[config.mk]
export PLATFORM = sky130hd
export DESIGN_NAME = idecode32
export DESIGN_NICKNAME = d
export VERILOG_FILES = /design/src/rtl/idecode32.sv
export SDC_FILE = /design/constraint.sdc
export NUM_CORES = 2
export LEC_CHECK = 0
export CAP_MARGIN = 20
export CORE_ASPECT_RATIO = 1.75
export CORE_MARGIN = 2
export CORE_UTILIZATION = 50
export CTS_BUF_LIST = sky130_fd_sc_hd__clkbuf_8
export CTS_CLUSTER_SIZE = 20
export DETAILED_ROUTE_END_ITERATION = 8
export HOLD_SLACK_MARGIN = 0.12
export PLACE_DENSITY = 0.79
export REMOVE_ABC_BUFFERS = 1
export SYNTH_ARGS = -nofsm -noshare
export SYNTH_HDL_FRONTEND = slang
export SYNTH_SLANG_ARGS = --single-unit
[constraint.sdc]
create_clock -name clock -period 3.3 [get_ports clock]
set_clock_uncertainty 0.05 [all_clocks]
set_input_delay 0.495 -clock clock [delete_from_list [all_inputs] [get_ports clock]]
set_output_delay 0.495 -clock clock [all_outputs]
set_load 0.05 [all_outputs]
[src/rtl/idecode32.sv]
// idecode32 - instruction decode and register-file stage of the single-cycle
// MIPS CPU.
//
// Holds the 32 x 32-bit register file. Two combinational read ports are
// addressed by rs and rt, and the 16-bit immediate is extended for the ALU.
// On each rising clock edge the selected write-back value is committed:
// the ALU result, the load data, or the jal return address.
//
// Ports:
//   clock        in   1  rising-edge clock; register writes commit here
//   reset        in   1  synchronous, active-high; clears all registers
//   Instruction  in  32  current instruction from fetch
//   opcplus4     in  32  word address of PC+4 (byte address >> 2), used by jal
//   ALU_result   in  32  ALU write-back source
//   mem_data     in  32  load write-back source
//   Jal          in   1  instruction is jal: forces a write of the link to r31
//   RegWrite     in   1  write-back enable
//   MemtoReg     in   1  select mem_data as the write-back source
//   RegDst       in   1  1: write rd, 0: write rt
//   Read_data_1  out 32  value of register rs (also the jr target)
//   Read_data_2  out 32  value of register rt
//   Sign_extend  out 32  sign- or zero-extended immediate
module idecode32 (
    input  logic        clock,
    input  logic        reset,
    input  logic [31:0] Instruction,
    input  logic [31:0] opcplus4,
    input  logic [31:0] ALU_result,
    input  logic [31:0] mem_data,
    input  logic        Jal,
    input  logic        RegWrite,
    input  logic        MemtoReg,
    input  logic        RegDst,
    output logic [31:0] Read_data_1,
    output logic [31:0] Read_data_2,
    output logic [31:0] Sign_extend
);

    // Logical immediates (andi/ori/xori) and sltiu take a zero-extended
    // immediate; every other opcode sign-extends it.
    function automatic logic [31:0] extend_imm(input logic [5:0] opcode,
                                               input logic [15:0] imm);
        logic zero_ext;
        zero_ext = (opcode == 6'h0C) || (opcode == 6'h0D) ||
                   (opcode == 6'h0E) || (opcode == 6'h0B);
        if (zero_ext)
            extend_imm = {16'h0000, imm};
        else
            extend_imm = {{16{imm[15]}}, imm};
    endfunction

    logic [5:0]  opcode;
    logic [4:0]  rs_addr;
    logic [4:0]  rt_addr;
    logic [4:0]  rd_addr;
    logic [15:0] imm;

    assign opcode  = Instruction[31:26];
    assign rs_addr = Instruction[25:21];
    assign rt_addr = Instruction[20:16];
    assign rd_addr = Instruction[15:11];
    assign imm     = Instruction[15:0];

    // The link value is a word address; its top two bits drop out when it is
    // turned back into a byte address.
    logic unused_opc_hi;
    assign unused_opc_hi = ^opcplus4[31:30];

    logic        wr_en;
    logic [4:0]  wr_addr;
    logic [31:0] wr_data;

    // Jal overrides the controller's destination and source selects.
    always_comb begin
        wr_en   = RegWrite | Jal;
        wr_addr = rt_addr;
        wr_data = ALU_result;
        if (Jal) begin
            wr_addr = 5'd31;
            wr_data = {opcplus4[29:0], 2'b00};
        end else begin
            if (RegDst)
                wr_addr = rd_addr;
            if (MemtoReg)
                wr_data = mem_data;
        end
    end

    logic [31:0] regs_q [32];
    logic [31:0] regs_d [32];

    // Reset wins over a concurrent write. Entry 0 is forced to zero on every
    // edge so that writes to it are discarded.
    always_comb begin
        regs_d = regs_q;
        if (reset) begin
            for (int i = 0; i < 32; i++)
                regs_d[i] = '0;
        end else if (wr_en) begin
            regs_d[wr_addr] = wr_data;
        end
        regs_d[0] = '0;
    end

    always_ff @(posedge clock) begin
        regs_q <= regs_d;
    end

    // Reads are unbypassed: a same-cycle write shows up only after the edge.
    // r0 is gated so it reads 0 even before the first reset.
    assign Read_data_1 = (rs_addr == 5'd0) ? 32'h0 : regs_q[rs_addr];
    assign Read_data_2 = (rt_addr == 5'd0) ? 32'h0 : regs_q[rt_addr];
    assign Sign_extend = extend_imm(opcode, imm);

endmodule

==> metrics <==
vias in the first global route about 50,000; Yosys top cell by area dfxtp_1; area grow syn2layout 17.4%; relative slew slack 16.4%; CP arrival 2.77 ns; Starting Density 50.4%; Register Area 19,900 um^2; H-tree Lvls 4; leak pwr around 21 nW; Logic pwr share approximately 14%; DIE HEIGHT ~430 um; # Max-Cap Violations 0; Worst setup SP type input port; Clk Latency, worst-skew pair between 0.8 and 0.9 ns; Tmin final approximately 3.3 ns; mux contribution to synthesized area between 20% and 30%; IO Port Bufs between 200 and 250; Root Driver clkbuf_8; top area cells in the synthesized netlist dfxtp_1, mux4_2, nand2_1, a21oi_1, mux2i_1; Final ANT Viol Nets 0; die area ~110,000 um^2; fraction of post-synthesis cell area in the top cell type by area around two fifths; Top Registers regs_q (992); final hold vios 0; pre-CTS setup slack -0.0602 ns; gr ovfl total 0; Post-Synth Adder-Cell Area 0%; Final Setup Violations 2; flops & latches, synth just under 1,000; post-layout net count 6,093; clk slew on worst S/H paths 0.06 ns; Tot Pwr 25.6 mW; RSZ-0062 raised after global routing no; routed vias/inst about 6.8; Fmax roughly 0.30 GHz; max-slew violation count 0; Layout Cells excl Fill 7,420; Synth Cell Area roughly 52,000 um^2; fillers between 8,000 and 9,000; Cells after Synth around 6,000; drt total wl roughly 210,000 um; Pwr per Cell Area between 400 and 500 nW/um^2; Largest Register regs_q; GRT Util Overall approximately two fifths; Max FO, Critical Path 24; Worst EP required approximately 2.8 ns; Residual DRC 0; Core ar. between 100,000 and 150,000 um^2; WS Path Type input port to output pin; first-pass detailed-route iteration total 9; number of synthesized flops with an enable pin 0; predominant post-synthesis flop cell dfxtp_1; xor and xnor area share after synthesis less than 1%; Reg2Reg Depth 2; Tcrit/Tclk final 100%; Post-DP HPWL around 130,000 um; cell with the most instances after synthesis nand2_1; Flop pwr share 47.5%; Synth top cells by count nand2_1, dfxtp_1, a21oi_1; maximum buffer depth of the clock tree 3; failing checks negative setup slack; Post-Syn Area per Cell roughly 9 um^2; max reg flops 992; CTS buffer count 138; CP Capture Type output pin; Final GP Congestion 0.971; sequential area share after synthesis roughly two fifths; Power Internal 18.2 mW; Peak VDD IR between 300 and 400 uV; Worst R2R Setup Slack roughly 2.5 ns; antenna violations before repair 12; simple-gate share of the synthesized area 16.4%; largest family of logic cells by synthesized area multiplexers; Synth Area in Compound Gates ~12%; pin count of the biggest net entering global routing about 140; Clk network pwr share between 30 and 40%; IO Count 230; row count about 160; area of the multi-input gates a little under 30,000 um^2; Post-CTS Setup Bufs 0; setup TNS -0.0138 ns; placed insts approximately 7,200; Sw Share around 29%; Slew @ Worst Pin 1.25 ns; Ys Warns 0; WL/cell approximately 28 um; Setup WS post-layout -0.0123 ns; Netlist cell types between 50 and 60; ys async rst share 0%; first-pass GRT wire length 306,000 um; Tightest Hold Check Type flip-flop to flip-flop; DR vias 50,500; status complete, but fails checks; Die Wd approximately 250 um; switching power approximately 7.3 mW; CTS tree yes; layout cells sized above 1 between 20% and 30%; Hold Path Depth 2; clock sinks 992; initial DRC count about 7,500
-- stage by stage --
step | hold WS, ns | area, um^2 | util, %
2_1_floorplan | 0.382 | 49000 | -
3_3_place_gp | 0.396 | 58100 | 56.2
3_5_place_dp | 0.404 | 58200 | 56.4
4_1_cts | 0.413 | 61000 | 59.1
5_1_grt | 0.433 | 61000 | 59.1
6_report | 0.413 | 61100 | 59.1
-- logic make-up (layout without fill, tap and decap cells) --
kind of cell / Yosys count / after routing
flip-flops: 992 / 992
XOR/XNOR: 1 / 1
AND/OR/NAND/NOR: 2181 / 2181
multiplexers: 891 / 891
buffers and inverters: 644 / 864
AO/OA/AOI/OAI: 1135 / 1135
other: 0 / 13
-- critical path, stage by stage --
cell and delay (ns):
buf_8 0.16, buf_12 0.21, or2_2 0.49, a211oi_1 0.29, a2111oi_1 0.10, buf_4 0.21, a31oi_1 0.22, nand3_1 0.26
buf_4 0.27
-- cell usage in the layout, fill, tap and decap left out, drive strengths merged, types with 5 or more instances in the layout --
master / n
or3b: 5
dfxtp: 992
diode: 13
o22ai: 31
o221ai: 26
a21oi: 873
a22o: 16
a211oi: 17
a221o: 9
nor2: 298
clkinvlp: 8
buf: 502
clkbuf: 170
a221oi: 19
clkinv: 20
inv: 48
a31oi: 8
clkdlybuf4s50: 112
o2111ai: 12
nand3: 29
nor4: 5
mux2: 87
nor3: 18
nand2: 1754
nand3b: 6
a22oi: 25
nor3b: 7
and3: 15
mux2i: 385
o41ai: 5
o211ai: 9
a2111oi: 7
nor2b: 15
o21ai: 59
nand2b: 5
mux4: 419
o31ai: 9
and2: 17
-- routing by layer --
metal | part of all wire, % | track usage (%) | wire length, um
met3 | 14 | 14.3 | 30100
met2 | 44 | 59.1 | 92300
met4 | 12 | 36.3 | 24700
met5 | 0.031 | 0.140 | 66
met1 | 30 | 41.0 | 63400
-- timing repair --
item	CTS	global route
resized for setup	1	6
hold buffers	1	0
endpoints found under the setup margin	1	9
endpoints found under the hold margin	39	0
pin swaps	0	0
-- final timing paths --
kind | start | end
setup / recovery | Instruction[16] | Read_data_2[7]
setup reg to reg | regs_q[292] | regs_q[292]
hold / removal | regs_q[568] | regs_q[568]
hold reg to reg | regs_q[568] | regs_q[568]
-- power groups by stage --
stage	clock network [mW]	logic (mW)	registers (mW)
3_5_place_dp	0	3.31	12.4
2_1_floorplan	0	1.23	12.4
4_1_cts	9.92	3.32	12.1
3_3_place_gp	0	3.24	12.4
6_report	9.97	3.45	12.1
5_1_grt	10.4	3.53	12.1
-- final cells by class --
cell class | instances | share of cell area, %
multi-input combinational | 4208 | 48.3
antenna | 13 | 0.0533
clock buffer | 170 | 3.83
inverter | 4 | 0.0266
clock inverter | 75 | 0.746
sequential | 992 | 32.5
timing repair buffer | 615 | 11.8
tap | 1343 | 2.75
Power figures use the tool's default switching activity.
